--- src/rtl/road_phase_scheduler_pkg.sv ---
// Shared definitions for the road phase scheduler: phase encoding, timer width
// and the lamp vector used by the top level and any display logic.
package road_pkg;

  localparam int TIMER_W = 8;

  localparam logic [2:0] MAIN_GREEN  = 3'd0;
  localparam logic [2:0] MAIN_YELLOW = 3'd1;
  localparam logic [2:0] ALL_RED_1   = 3'd2;
  localparam logic [2:0] SEC_GREEN   = 3'd3;
  localparam logic [2:0] SEC_YELLOW  = 3'd4;
  localparam logic [2:0] ALL_RED_2   = 3'd5;

  // Per-road lamp set, ordered {green, yellow, red}
  typedef logic [2:0] lamp_t;

  localparam lamp_t LAMP_GREEN  = 3'b100;
  localparam lamp_t LAMP_YELLOW = 3'b010;
  localparam lamp_t LAMP_RED    = 3'b001;

  typedef struct packed {
    lamp_t main_l;
    lamp_t sec_l;
  } lamp_vec_t;

  function automatic logic [2:0] next_phase(input logic [2:0] st);
    case (st)
      MAIN_GREEN:  return MAIN_YELLOW;
      MAIN_YELLOW: return ALL_RED_1;
      ALL_RED_1:   return SEC_GREEN;
      SEC_GREEN:   return SEC_YELLOW;
      SEC_YELLOW:  return ALL_RED_2;
      default:     return MAIN_GREEN;
    endcase
  endfunction

  function automatic lamp_vec_t decode_lamps(input logic [2:0] st);
    lamp_vec_t v;
    v.main_l = LAMP_RED;
    v.sec_l  = LAMP_RED;
    case (st)
      MAIN_GREEN:  v.main_l = LAMP_GREEN;
      MAIN_YELLOW: v.main_l = LAMP_YELLOW;
      SEC_GREEN:   v.sec_l  = LAMP_GREEN;
      SEC_YELLOW:  v.sec_l  = LAMP_YELLOW;
      default:     v = v;
    endcase
    return v;
  endfunction

endpackage

--- src/rtl/road_phase_scheduler_if.sv ---
// Sensor/request inputs and lamp/timer outputs of the road phase scheduler.
interface road_phase_scheduler_if import road_pkg::*; ();

  logic               sensor;
  logic               ped_req_main;
  logic               ped_req_sec;
  logic               green_main;
  logic               yellow_main;
  logic               red_main;
  logic               green_secondary;
  logic               yellow_secondary;
  logic               red_secondary;
  logic               walk_main;
  logic               walk_sec;
  logic [TIMER_W-1:0] timer;
  logic               en;

  modport master (
    output sensor, ped_req_main, ped_req_sec,
    input  green_main, yellow_main, red_main,
    input  green_secondary, yellow_secondary, red_secondary,
    input  walk_main, walk_sec, timer, en
  );

  modport slave (
    input  sensor, ped_req_main, ped_req_sec,
    output green_main, yellow_main, red_main,
    output green_secondary, yellow_secondary, red_secondary,
    output walk_main, walk_sec, timer, en
  );

endinterface

--- src/rtl/road_phase_scheduler_tick_gen.sv ---
// Prescaler producing a one-cycle tick every TICK_DIV clocks, with a
// synchronous restart so each phase starts on a fresh tick boundary.
module tick_gen #(
  parameter int TICK_DIV = 24000000
) (
  input  logic clk,
  input  logic rst_n,
  input  logic restart_i,
  output logic tick_o
);

  localparam int             CW   = $clog2(TICK_DIV);
  localparam logic [CW-1:0]  LAST = CW'(TICK_DIV - 1);

  logic [CW-1:0] cnt_q;
  logic [CW-1:0] cnt_d;

  assign tick_o = (cnt_q == LAST);

  always_comb begin
    cnt_d = cnt_q + CW'(1);
    if (restart_i || tick_o) begin
      cnt_d = '0;
    end
  end

  always_ff @(posedge clk or negedge rst_n) begin
    if (!rst_n) begin
      cnt_q <= '0;
    end else begin
      cnt_q <= cnt_d;
    end
  end

endmodule

--- src/rtl/road_phase_scheduler.sv ---
// Timed main/secondary intersection sequencer with latched pedestrian requests
// and a remaining-time output for the 7-segment display.
module road_phase_scheduler import road_pkg::*; #(
  parameter int TICK_DIV    = 24000000,
  parameter int T_MAIN_MIN  = 30,
  parameter int T_SEC_GREEN = 20,
  parameter int T_YELLOW    = 5,
  parameter int T_ALLRED    = 2
) (
  input  logic                  clk,
  input  logic                  rst_n,
  road_phase_scheduler_if.slave bus
);

  logic [2:0]         state_q, state_d;
  logic [TIMER_W-1:0] timer_q, timer_d;
  logic               pend_main_q, pend_main_d;
  logic               pend_sec_q, pend_sec_d;
  logic               walk_main_q, walk_main_d;
  logic               tick;
  logic               restart;
  logic               demand;
  logic               hold_zero;
  logic               entering_sg;
  logic               leaving_sg;
  logic               leaving_mg;
  lamp_vec_t          lamps;

  function automatic logic [TIMER_W-1:0] phase_len(input logic [2:0] st);
    case (st)
      MAIN_GREEN:              return TIMER_W'(T_MAIN_MIN);
      MAIN_YELLOW, SEC_YELLOW: return TIMER_W'(T_YELLOW);
      SEC_GREEN:               return TIMER_W'(T_SEC_GREEN);
      default:                 return TIMER_W'(T_ALLRED);
    endcase
  endfunction

  tick_gen #(.TICK_DIV(TICK_DIV)) u_tick_gen (
    .clk       (clk),
    .rst_n     (rst_n),
    .restart_i (restart),
    .tick_o    (tick)
  );

  assign demand    = bus.sensor | pend_main_q;
  // Main green has run its minimum time and is waiting for demand
  assign hold_zero = (state_q == MAIN_GREEN) && (timer_q == '0);

  always_comb begin
    state_d = state_q;
    timer_d = timer_q;
    if (hold_zero) begin
      if (demand) begin
        state_d = MAIN_YELLOW;
      end
    end else if (tick) begin
      if (timer_q == TIMER_W'(1)) begin
        if ((state_q != MAIN_GREEN) || demand) begin
          state_d = next_phase(state_q);
        end else begin
          timer_d = '0;
        end
      end else begin
        timer_d = timer_q - TIMER_W'(1);
      end
    end
    if (state_d != state_q) begin
      timer_d = phase_len(state_d);
    end
  end

  assign restart     = (state_d != state_q) || hold_zero;
  assign entering_sg = (state_d == SEC_GREEN) && (state_q != SEC_GREEN);
  assign leaving_sg  = (state_q == SEC_GREEN) && (state_d != SEC_GREEN);
  assign leaving_mg  = (state_q == MAIN_GREEN) && (state_d != MAIN_GREEN);

  // A clear in the same cycle as a request drops that request
  assign pend_main_d = (pend_main_q | bus.ped_req_main) & ~entering_sg;
  assign pend_sec_d  = (pend_sec_q | bus.ped_req_sec) & ~leaving_mg;

  always_comb begin
    walk_main_d = walk_main_q;
    if (entering_sg) begin
      walk_main_d = pend_main_q;
    end else if (leaving_sg) begin
      walk_main_d = 1'b0;
    end
  end

  always_ff @(posedge clk or negedge rst_n) begin
    if (!rst_n) begin
      state_q     <= MAIN_GREEN;
      timer_q     <= TIMER_W'(T_MAIN_MIN);
      pend_main_q <= 1'b0;
      pend_sec_q  <= 1'b0;
      walk_main_q <= 1'b0;
    end else begin
      state_q     <= state_d;
      timer_q     <= timer_d;
      pend_main_q <= pend_main_d;
      pend_sec_q  <= pend_sec_d;
      walk_main_q <= walk_main_d;
    end
  end

  assign lamps                = decode_lamps(state_q);
  assign bus.green_main       = lamps.main_l[2];
  assign bus.yellow_main      = lamps.main_l[1];
  assign bus.red_main         = lamps.main_l[0];
  assign bus.green_secondary  = lamps.sec_l[2];
  assign bus.yellow_secondary = lamps.sec_l[1];
  assign bus.red_secondary    = lamps.sec_l[0];
  assign bus.walk_main        = walk_main_q;
  assign bus.walk_sec         = (state_q == MAIN_GREEN) & pend_sec_q;
  assign bus.timer            = timer_q;
  assign bus.en               = (timer_q != '0);

endmodule
--- src/flat_wrapper.sv ---
// flat-port wrapper written by rule: the top's interface ports become plain ports
module road_phase_scheduler_flat import road_pkg::*;
#(
  parameter int TICK_DIV    = 24000000,
  parameter int T_MAIN_MIN  = 30,
  parameter int T_SEC_GREEN = 20,
  parameter int T_YELLOW    = 5,
  parameter int T_ALLRED    = 2
)
  (clk, rst_n, bus_sensor, bus_ped_req_main, bus_ped_req_sec, bus_green_main, bus_yellow_main, bus_red_main, bus_green_secondary, bus_yellow_secondary, bus_red_secondary, bus_walk_main, bus_walk_sec, bus_timer, bus_en);
  road_phase_scheduler_if bus_i ();
  input  logic clk;
  input  logic rst_n;
  input wire logic [$bits(bus_i.sensor)-1:0] bus_sensor;
  input wire logic [$bits(bus_i.ped_req_main)-1:0] bus_ped_req_main;
  input wire logic [$bits(bus_i.ped_req_sec)-1:0] bus_ped_req_sec;
  output wire logic [$bits(bus_i.green_main)-1:0] bus_green_main;
  output wire logic [$bits(bus_i.yellow_main)-1:0] bus_yellow_main;
  output wire logic [$bits(bus_i.red_main)-1:0] bus_red_main;
  output wire logic [$bits(bus_i.green_secondary)-1:0] bus_green_secondary;
  output wire logic [$bits(bus_i.yellow_secondary)-1:0] bus_yellow_secondary;
  output wire logic [$bits(bus_i.red_secondary)-1:0] bus_red_secondary;
  output wire logic [$bits(bus_i.walk_main)-1:0] bus_walk_main;
  output wire logic [$bits(bus_i.walk_sec)-1:0] bus_walk_sec;
  output wire logic [$bits(bus_i.timer)-1:0] bus_timer;
  output wire logic [$bits(bus_i.en)-1:0] bus_en;
  assign bus_i.sensor = bus_sensor;
  assign bus_i.ped_req_main = bus_ped_req_main;
  assign bus_i.ped_req_sec = bus_ped_req_sec;
  assign bus_green_main = bus_i.green_main;
  assign bus_yellow_main = bus_i.yellow_main;
  assign bus_red_main = bus_i.red_main;
  assign bus_green_secondary = bus_i.green_secondary;
  assign bus_yellow_secondary = bus_i.yellow_secondary;
  assign bus_red_secondary = bus_i.red_secondary;
  assign bus_walk_main = bus_i.walk_main;
  assign bus_walk_sec = bus_i.walk_sec;
  assign bus_timer = bus_i.timer;
  assign bus_en = bus_i.en;
  road_phase_scheduler #(.TICK_DIV(TICK_DIV), .T_MAIN_MIN(T_MAIN_MIN), .T_SEC_GREEN(T_SEC_GREEN), .T_YELLOW(T_YELLOW), .T_ALLRED(T_ALLRED)) u_core (.clk(clk), .rst_n(rst_n), .bus(bus_i));
endmodule
--- config.mk ---
export PLATFORM = sky130hd
export DESIGN_NAME = road_phase_scheduler_flat
export DESIGN_NICKNAME = d
export VERILOG_FILES = /design/src/rtl/road_phase_scheduler_pkg.sv /design/src/rtl/road_phase_scheduler_if.sv /design/src/rtl/road_phase_scheduler_tick_gen.sv /design/src/rtl/road_phase_scheduler.sv /design/src/flat_wrapper.sv
export SDC_FILE = /design/constraint.sdc
export NUM_CORES = 1
export LEC_CHECK = 0
export BUFFER_PORTS_ARGS = -buffer_cell sky130_fd_sc_hd__buf_2
export CAP_MARGIN = 20
export CELL_PAD_IN_SITES_DETAIL_PLACEMENT = 1
export CELL_PAD_IN_SITES_GLOBAL_PLACEMENT = 2
export CORE_ASPECT_RATIO = 0.7
export CORE_MARGIN = 4
export CORE_UTILIZATION = 30
export CTS_CLUSTER_DIAMETER = 150
export DETAILED_ROUTE_END_ITERATION = 8
export MAX_ROUTING_LAYER = met4
export PLACE_DENSITY = 0.76
export SETUP_SLACK_MARGIN = 0.5
export SLEW_MARGIN = 30
export SYNTH_ARGS = -nofsm -noshare
export SYNTH_HDL_FRONTEND = slang
export SYNTH_SLANG_ARGS = --single-unit
--- constraint.sdc ---
create_clock -name clk -period 2.9 [get_ports clk]
set_input_delay 0.145 -clock clk [delete_from_list [all_inputs] [get_ports clk]]
set_output_delay 0.145 -clock clk [all_outputs]
set_load 0.02 [all_outputs]
==> flow_summary.ini, run 1 <==
[logic_synthesis]
synthTopCellsByCount = nor2_1 (45), dfrtp_1 (35), nand2_1 (18)
synth_most_common_cell = nor2_1
synth_warnings = 0
syn-instance-count = 240
synth.top_cell.area_share_pct = 39.5
synth_cell_types = 50
seq_area_frac_synth_pct = 44.2
ys_ff_latch = 39
synth_top_cells_by_area = dfrtp_1 (39%), nor2_1 (7.6%), dfstp_2 (4.7%), xor2_1 (4.7%), xnor2_1 (3.6%)
avgSynthCellArea_um2 = 9.24
syn-cell-area_um2 = 2220
synth_enable_flop_cells = 0
synthArstFlopShare_pct = 100
synthFlopType = dfrtp_1
syn_nets = 250
synth.largest_area_cell = dfrtp_1

[layout]
num-fill-cells = 816
seqCellArea_um2 = 983
instances_no_fill = 373
antenna_cells = 0
nNetsFinal = 288
areaGrowthSynthToFinish_pct = 19.3
post-route-util_pct = 37.9
drive_gt1_share_pct = 26.2
final_area_um2 = 2650
multiInputGateArea_um2 = 1170

[global_route]
first_global_vias = 1889
grt_start_max_net_pins = 40
overflow = 0
grtUsageMet3_pct = 3.41
busiest_layer = met1
grt_pass1_wl_um = 9650
antenna_found_initial = 0
grt.met1_usage_pct = 20.9
grtUsageMet2_pct = 18.2
grt_usage_pct = 14.1

[pwr]
peakVddDrop_mv = 0.172
fin_total_pwr_mw = 0.954
leakagePower_nw = 1.15
power_density_nw_per_um2 = 360

[critical_path]
rrSetupSlack_ns = 0.52
cp-start-kind = flip-flop
path_buf_inv = 0
r2r-start = u_core.bus.timer[5]
reg2regPathDepth = 9
endpoint_kind = flip-flop
max_stage_delay_ns = 0.45
cp_max_fo = 6
cpLargestDelayFamily = simple AND/OR/NAND/NOR gates
critPathKind = flip-flop to flip-flop
r2r-end = u_core.bus.walk_main
crit_path_start = u_core.bus.timer[5]
required_ns = 3.09
crit_chain = nor4_4, and3_4, nand4_4, a2111o_1, nand2_2, and3b_1, ha_1, nand2_1, o21ai_1
cp_slowest_cell = dfrtp_2
cp.arrival_ns = 2.57

[placement]
dpl.hpwl_um = 4010
port_buffers = 21
gp_congestion = 0.807
place_area_um2 = 2450
pre_cts_ws_ns = 0.295
place_inst = 354

[die]
ios = 22
design.core.area_um2 = 6980
die_h_um = 79.9
start_util_pct = 31.8
dieArea_um2 = 8860
die_x_um = 111
rows = 25

[sta]
fin_crit_ns = 2.38
hold_viol = 0
final_max_slew_viol_count = 0
fin_tns_setup_ns = 0
slew-limit-headroom_pct = 65.9
rsz0062_at_grt = yes
tightest_slew_ns = 0.512
hold_slack_ns = 0.0739
setup_viol = 0
max_freq_mhz = 420
setup_ws_ns = 0.520
finClkSkew_ns = 0.00801
post-route-period-util_pct = 82.1

[clock_network]
clock_latency_ns = 0.30
cts-htree-levels = 2
cts_sinks = 39
cts_tree = built
cts_root_buf = clkbuf_8
clkSlewWorstSetupHoldPaths_ns = 0.08
cts_buffers = 5
cts_buffer_depth = 2

[run_status]
outcome = completed

[route]
ant_nets = 0
first_pass_iters = 4
totalWireLength_um = 5540
vias_per_cell = 4.93
vias = 1840
post-route-drc-count = 0
wl_per_cell_um = 14.9
drtIter0Drc = 96

[min_path]
hp-class = input pin to flip-flop
hold_depth = 3
holdPathEnd = u_core.pend_main_q
min_from = bus_ped_req_main

[job]
max-cap-violations = 0
[placed cells by master, fill, tap and decap left out, types with 6 or more instances in the layout]
cell type  instances
xnor2_1            9
nand3_1            8
nor2_1            44
o21ai_0           11
nand4_1            7
a21oi_1           12
inv_1              7
or3_1              6
buf_2             20
xor2_1            12
nand2_1           18
dfrtp_1           33
buf_4             18
[cells by family after synthesis]
kind of cell             synth area share (%)
AND/OR/NAND/NOR                          29.0
flip-flops                               44.2
AO/OA/AOI/OAI                            10.0
XOR/XNOR                                 8.29
buffers and inverters                    4.17
adder cells (fa/ha/maj)                  2.82
multiplexers                             1.41
[power breakdown]
group | internal (mW) | leakage (nW) | switching [mW]
Combinational | 0.0135 | 0.623 | 0.0277
Sequential | 0.546 | 0.490 | 0.00430
Clock | 0.168 | 0.0412 | 0.194
Total | 0.728 | 1.15 | 0.226
[sequential cells by signal (all words and copies together) (netlist names)]
name and cells:
u_core.bus.timer 8, u_core.pend_sec_q 1, u_core.state_q 3, u_core.bus.walk_main 1, u_core.pend_main_q 1, u_core.u_tick_gen.cnt_q 25
[routing by layer]
layer,share of wire [%],vias to the layer above,routed length (um)
met5,0,-,0
met2,39,26,2180
met4,1.3,0,74
met3,4.0,8,221
li1,-,910,-
met1,55,896,3070
[worst min-delay path: stages]
cell	delay, ns
buf_2	0.08
nor2_1	0.03
nor2_1	0.07
[worst max-delay path by stage]
stage                                end  slack, ns  cells after the start
finish              u_core.bus.walk_main       0.52                      9
global route        u_core.bus.walk_main       0.38                      9
CTS                 u_core.bus.walk_main       0.46                      9
detailed placement  u_core.bus.walk_main       0.30                      9
global placement    u_core.bus.walk_main       0.39                      9
floorplan           u_core.bus.walk_main       0.50                      9
[cell type report]
cell class | count | area share [%]
Clock buffer | 6 | 2.74
Tap cell | 94 | 4.44
Sequential cell | 39 | 37.2
Timing Repair Buffer | 40 | 9.69
Clock inverter | 2 | 0.473
Multi-Input combinational cell | 184 | 44.3
Inverter | 8 | 1.18
[what timing repair did]
action | 4_1_cts | 5_1_grt
hold buffers | 0 | 1
pin swaps | 8 | 2
endpoints found under the setup margin | 2 | 5
gates resized for setup | 4 | 6
cloned | 0 | 0
buffers inserted | 8 | 2
endpoints found under the hold margin | 0 | 35
Power figures use the tool's default switching activity.
==> run 2: changes to the inputs <==
Settings changed: ABC_AREA from default to 1, PLACE_DENSITY 0.76 to 0.8.
Clock period 2.9 ns to 2.5 ns, I/O delays scaled along.
==> flow_summary.ini, run 2 <==
[sta]
final_max_slew_viol_count = 0
hold_slack_ns = 0.0645
tightest_slew_ns = 0.529
fin_tns_setup_ns = 0
finClkSkew_ns = 0.00303
hold_viol = 0
fin_crit_ns = 2.06
slew-limit-headroom_pct = 64.7
setup_viol = 0
max_freq_mhz = 486
post-route-period-util_pct = 82.4
rsz0062_at_grt = yes

[clock_network]
clkSlewWorstSetupHoldPaths_ns = 0.06
cts_buffer_depth = 2
cts_tree = built
cts_sinks = 39
cts_buffers = 5
cts_root_buf = clkbuf_16
cts-htree-levels = 2
clock_latency_ns = 0.29

[run_status]
outcome = completed

[global_route]
antenna_found_initial = 0
grt_pass1_wl_um = 12700
overflow = 0
grt_start_max_net_pins = 40
first_global_vias = 2548
grt_usage_pct = 16.0

[route]
wl_per_cell_um = 14.7
vias_per_cell = 4.65
first_pass_iters = 4
post-route-drc-count = 0
drtIter0Drc = 98
ant_nets = 0
totalWireLength_um = 7880
vias = 2494

[die]
die_h_um = 86.1
start_util_pct = 30.8
dieArea_um2 = 10300
rows = 28
design.core.area_um2 = 8480
die_x_um = 120
ios = 22

[layout]
instances_no_fill = 536
largest_reg_flops = 25
final_common_cell = nand2_1
top_register = u_core.u_tick_gen.cnt_q
areaGrowthSynthToFinish_pct = 36.4
antenna_cells = 0
final_cell_mix = nand2_1 (56), nor2_1 (42), inv_1 (38), dfrtp_1 (33)
nNetsFinal = 425
drive_gt1_share_pct = 38.9

[logic_synthesis]
ys_ff_latch = 39
synth_most_common_cell = nand2_1
seq_area_frac_synth_pct = 37.5
syn-cell-area_um2 = 2610
synthArstFlopShare_pct = 100
synth_top_cells_by_area = dfrtp_1 (34%), nand2_1 (11%), nor2_1 (7.8%), inv_1 (6.6%), nand3_1 (4.4%)
synthFlopType = dfrtp_1
synth_cell_types = 35
synth_warnings = 0
synth.top_cell.area_share_pct = 33.5
synth.largest_area_cell = dfrtp_1
synthTopCellsByCount = nand2_1 (78), nor2_1 (54), inv_1 (46)
synth_enable_flop_cells = 0
avgSynthCellArea_um2 = 7.22
syn_nets = 372
syn-instance-count = 362

[critical_path]
critPathKind = flip-flop to flip-flop
cpMostUsedCell = nand2_2
crit_chain = buf_6, nand3_4, nor2_4, nand2_2, nor3_4, nand4_1, nor2_2, nand2_2, inv_2, nand2_2, xor2_1, nor2_1
max_stage_delay_ns = 0.40
cp_slowest_cell = dfrtp_1
endpoint_kind = flip-flop
cp-start-kind = flip-flop
cp.arrival_ns = 2.23
cp_max_fo = 4
required_ns = 2.67

[placement]
dpl.hpwl_um = 5380
port_buffers = 21
gp_congestion = 0.801
place_inst = 502

[pwr]
switchingPower_mw = 0.270
clkPwrFrac_pct = 49.2
leakagePower_nw = 1.74
power_density_nw_per_um2 = 358
switching_share_pct = 21.1
internal_power_mw = 1.01
power_frac_seq_pct = 49.5
peakVddDrop_mv = 0.196
comb_power_share_pct = 1.4
fin_total_pwr_mw = 1.28

[min_path]
hp-class = input pin to flip-flop

[job]
max-cap-violations = 0
==> run 2: through the flow <==
step / utilization, % / setup slack [ns] / cell area [um^2]
4_1_cts: 37.7 / 0.469 / 3200
5_1_grt: 42.0 / 0.306 / 3560
6_report: 42.0 / 0.440 / 3560
3_3_place_gp: 34.0 / 0.396 / 2880
2_1_floorplan: - / 0.501 / 2620
3_5_place_dp: 34.0 / 0.300 / 2880
==> run 2: path summary, 6_finish.rpt <==
| path | from | endpoint | slack, ns | cells past startpoint |
|---|---|---|---|---|
| hold reg to reg | u_core.bus.walk_main | u_core.bus.walk_main | 0.51 | 2 |
| min in group asynchronous | rst_n | u_core.u_tick_gen.cnt_q[19] | 0.37 | 2 |
| hold / removal | bus_ped_req_main | u_core.pend_main_q | 0.06 | 3 |
| max in group asynchronous | rst_n | u_core.state_q[2] | 1.75 | 2 |
| setup / recovery | u_core.u_tick_gen.cnt_q[0] | u_core.u_tick_gen.cnt_q[21] | 0.44 | 12 |
| setup reg to reg | u_core.u_tick_gen.cnt_q[0] | u_core.u_tick_gen.cnt_q[21] | 0.44 | 12 |
==> run 2: cell type report <==
class,instances,area [um^2]
Tap cell,120,150
Inverter,57,221
Clock buffer,8,136
Fill cell,1058,4910
Multi-Input combinational cell,263,1740
Sequential cell,39,983
Timing Repair Buffer,49,335
==> run 2: cells by family (layout without fill, tap and decap cells) <==
kind of cell | count (synthesis) | in the layout | synth area share (%)
AND/OR/NAND/NOR | 218 | 218 | 41.0
buffers and inverters | 60 | 114 | 8.66
flip-flops | 39 | 39 | 37.5
AO/OA/AOI/OAI | 24 | 24 | 5.03
XOR/XNOR | 16 | 16 | 5.36
adder cells (fa/ha/maj) | 5 | 5 | 2.39
==> run 2: layer usage <==
| layer | wire [um] | global-route usage [%] |
|---|---|---|
| met5 | 0 | - |
| met4 | 97 | 4.99 |
| met3 | 205 | 3.36 |
| met2 | 3500 | 23.9 |
| met1 | 4080 | 21.8 |
==> run 2: worst max-delay path, delay by kind of cell, from the launching register on <==
kind	cells	cell delay [ns]
flops	1	0.40
xor+xnor	1	0.14
buf+inv	2	0.21
simple gates	9	1.18
==> run 2: power by group through the flow <==
| stage | Combinational, mW | Sequential, mW | Clock (mW) |
|---|---|---|---|
| after global routing | 0.0215 | 0.631 | 0.688 |
| after global placement | 0.0173 | 0.643 | 0 |
| after detailed placement | 0.0174 | 0.643 | 0 |
| final | 0.0174 | 0.632 | 0.628 |
| after CTS | 0.0176 | 0.631 | 0.654 |
| after floorplan | 0.0000410 | 0.643 | 0 |
==> run 2: timing repair <==
| action | CTS | global route |
|---|---|---|
| setup endpoints to repair | 10 | 21 |
| endpoints found under the hold margin | 0 | 35 |
| hold buffers | 0 | 1 |
| pin swaps | 14 | 23 |
| buffers inserted | 14 | 11 |
| resized for setup | 23 | 70 |
==> run 3: changes to the inputs <==
Settings changed: PLACE_DENSITY 0.8 to 0.83.
Clock period 2.5 ns to 1.8 ns, I/O delays scaled along.
==> flow_summary.ini, run 3 (synthesis gave the netlist of run 2 again) <==
[layout]
nNetsFinal = 533
final_cell_mix = buf_4 (99), nand2_1 (52), buf_6 (39), nor2_1 (33), dfrtp_1 (33)
antenna_cells = 0
areaGrowthSynthToFinish_pct = 90.7
final_area_um2 = 4980
largest_reg_flops = 25
final_common_cell = buf_4
top_register = u_core.u_tick_gen.cnt_q
drive_gt1_share_pct = 61.5
instances_no_fill = 644

[global_route]
grt_start_max_net_pins = 27
antenna_found_initial = 0
overflow = 0
grt_usage_pct = 25.3
grt_pass1_wl_um = 19700
first_global_vias = 3550

[placement]
place_inst = 586
gp_congestion = 0.914
port_buffers = 21
pre_cts_ws_ns = -0.230
place_area_um2 = 3580
dpl.hpwl_um = 6740

[die]
dieArea_um2 = 10300
design.core.area_um2 = 8480
die_h_um = 86.1
rows = 28
die_x_um = 120
start_util_pct = 30.8
ios = 22

[route]
vias = 3354
drtIter0Drc = 265
first_pass_iters = 5
vias_per_cell = 5.21
ant_nets = 0
post-route-drc-count = 0
totalWireLength_um = 14300
wl_per_cell_um = 22.3

[pwr]
peakVddDrop_mv = 0.651
clkPwrFrac_pct = 54.5
internal_power_mw = 1.57
leakagePower_nw = 2.40
switchingPower_mw = 0.414
power_density_nw_per_um2 = 399
switching_share_pct = 20.8
power_frac_seq_pct = 44.1
fin_total_pwr_mw = 1.99
comb_power_share_pct = 1.4

[sta]
finClkSkew_ns = 0.0124
setup_viol = 25
rsz0062_at_grt = yes
tightest_slew_ns = 0.518
fin_tns_setup_ns = -6.15
max_freq_mhz = 429
setup_ws_ns = -0.532
post-route-period-util_pct = 130
fin_crit_ns = 2.33
final_max_slew_viol_count = 0
slew-limit-headroom_pct = 65.2
hold_viol = 0

[critical_path]
cp_max_fo = 3
cp.arrival_ns = 2.54
cp-start-kind = flip-flop
reg2regPathDepth = 16
required_ns = 2.01
critPathKind = flip-flop to flip-flop
endpoint_kind = flip-flop

[clock_network]
cts_buffers = 5
cts_buffer_depth = 2
clkSlewWorstSetupHoldPaths_ns = 0.07
cts_sinks = 39
cts_tree = built
clock_latency_ns = 0.29
cts_root_buf = clkbuf_16
cts-htree-levels = 2

[run_status]
outcome = finished with violations
violations = setup timing

[min_path]
hp-class = input pin to flip-flop
hold_depth = 3

[job]
max-cap-violations = 0
-- run 3: cell count changes in the layout (fill, tap and decap cells not counted), moves of 4 or more --
cell / delta
buf_2: -7
nor2_1: -9
buf_6: +35
nand2_4: +5
inv_2: +5
buf_4: +75
nor3_1: -7
inv_1: -9
nand3_1: -6
nor2_4: +9
nor3_2: +4
nand2_1: -4
-- run 3: routing by layer --
| layer | vias to the layer above | track usage (%) | wire length [um] |
|---|---|---|---|
| met5 | - | - | 0 |
| met2 | 143 | 41.6 | 6780 |
| met3 | 39 | 4.02 | 908 |
| met4 | 0 | 5.82 | 386 |
| li1 | 1470 | - | - |
| met1 | 1702 | 33.0 | 6270 |
-- run 3: timing repair --
| action | 4_1_cts | 5_1_grt |
|---|---|---|
| gates cloned | 3 | 0 |
| endpoints found under the setup margin | 46 | 47 |
| hold buffers | 1 | 0 |
| hold endpoints to repair | 9 | 0 |
| buffers inserted | 32 | 14 |
| pin swaps | 44 | 38 |
| gates resized for setup | 130 | 73 |
-- run 3: metrics by stage --
step	hold WS, ns	util, %
floorplan	-0.206	-
global placement	0.0328	42.3
detailed placement	0.0309	42.3
CTS	0.0454	54.1
global route	0.0508	58.8
finish	0.0432	58.8
-- run 3: power groups by stage --
| stage | clock network (mW) | registers, mW | logic, mW |
|---|---|---|---|
| after floorplan | 0 | 0.893 | 0.0000567 |
| after global placement | 0 | 0.893 | 0.0259 |
| after detailed placement | 0 | 0.893 | 0.0265 |
| after CTS | 1.08 | 0.877 | 0.0285 |
| after global routing | 1.13 | 0.876 | 0.0309 |
| final | 1.08 | 0.877 | 0.0269 |
-- run 3: final cells by class --
type,instances,area [um^2]
fillers,986,3490
multi-input cells,263,2070
repair buffers,157,1380
flip-flops and latches,39,983
inverters,57,231
well taps,120,150
clock buffers,6,139
clock inverters,2,35.0
-- run 3: critical path, cell delays in order (launching register included) --
cell and delay [ns]:
dfrtp_1 0.42, inv_1 0.13, nand2_1 0.12, nor2_4 0.14, nand2_1 0.11, nor2_1 0.17
nand2_2 0.12, nand2_1 0.14, nand2_2 0.11, buf_6 0.14, buf_6 0.12, nand3_4 0.09
nand2_1 0.12, nand2_2 0.10, nand2_1 0.07, nand2_1 0.08, nand2_1 0.08
-- run 3: worst paths after layout --
check,start,endpoint,slack [ns]
setup / recovery,u_core.u_tick_gen.cnt_q[23],u_core.bus.timer[4],-0.53
hold / removal,bus_ped_req_main,u_core.pend_main_q,0.04
setup reg to reg,u_core.u_tick_gen.cnt_q[23],u_core.bus.timer[4],-0.53
hold reg to reg,u_core.bus.walk_main,u_core.bus.walk_main,0.52
max in group asynchronous,rst_n,u_core.state_q[0],0.80
min in group asynchronous,rst_n,u_core.u_tick_gen.cnt_q[20],0.26
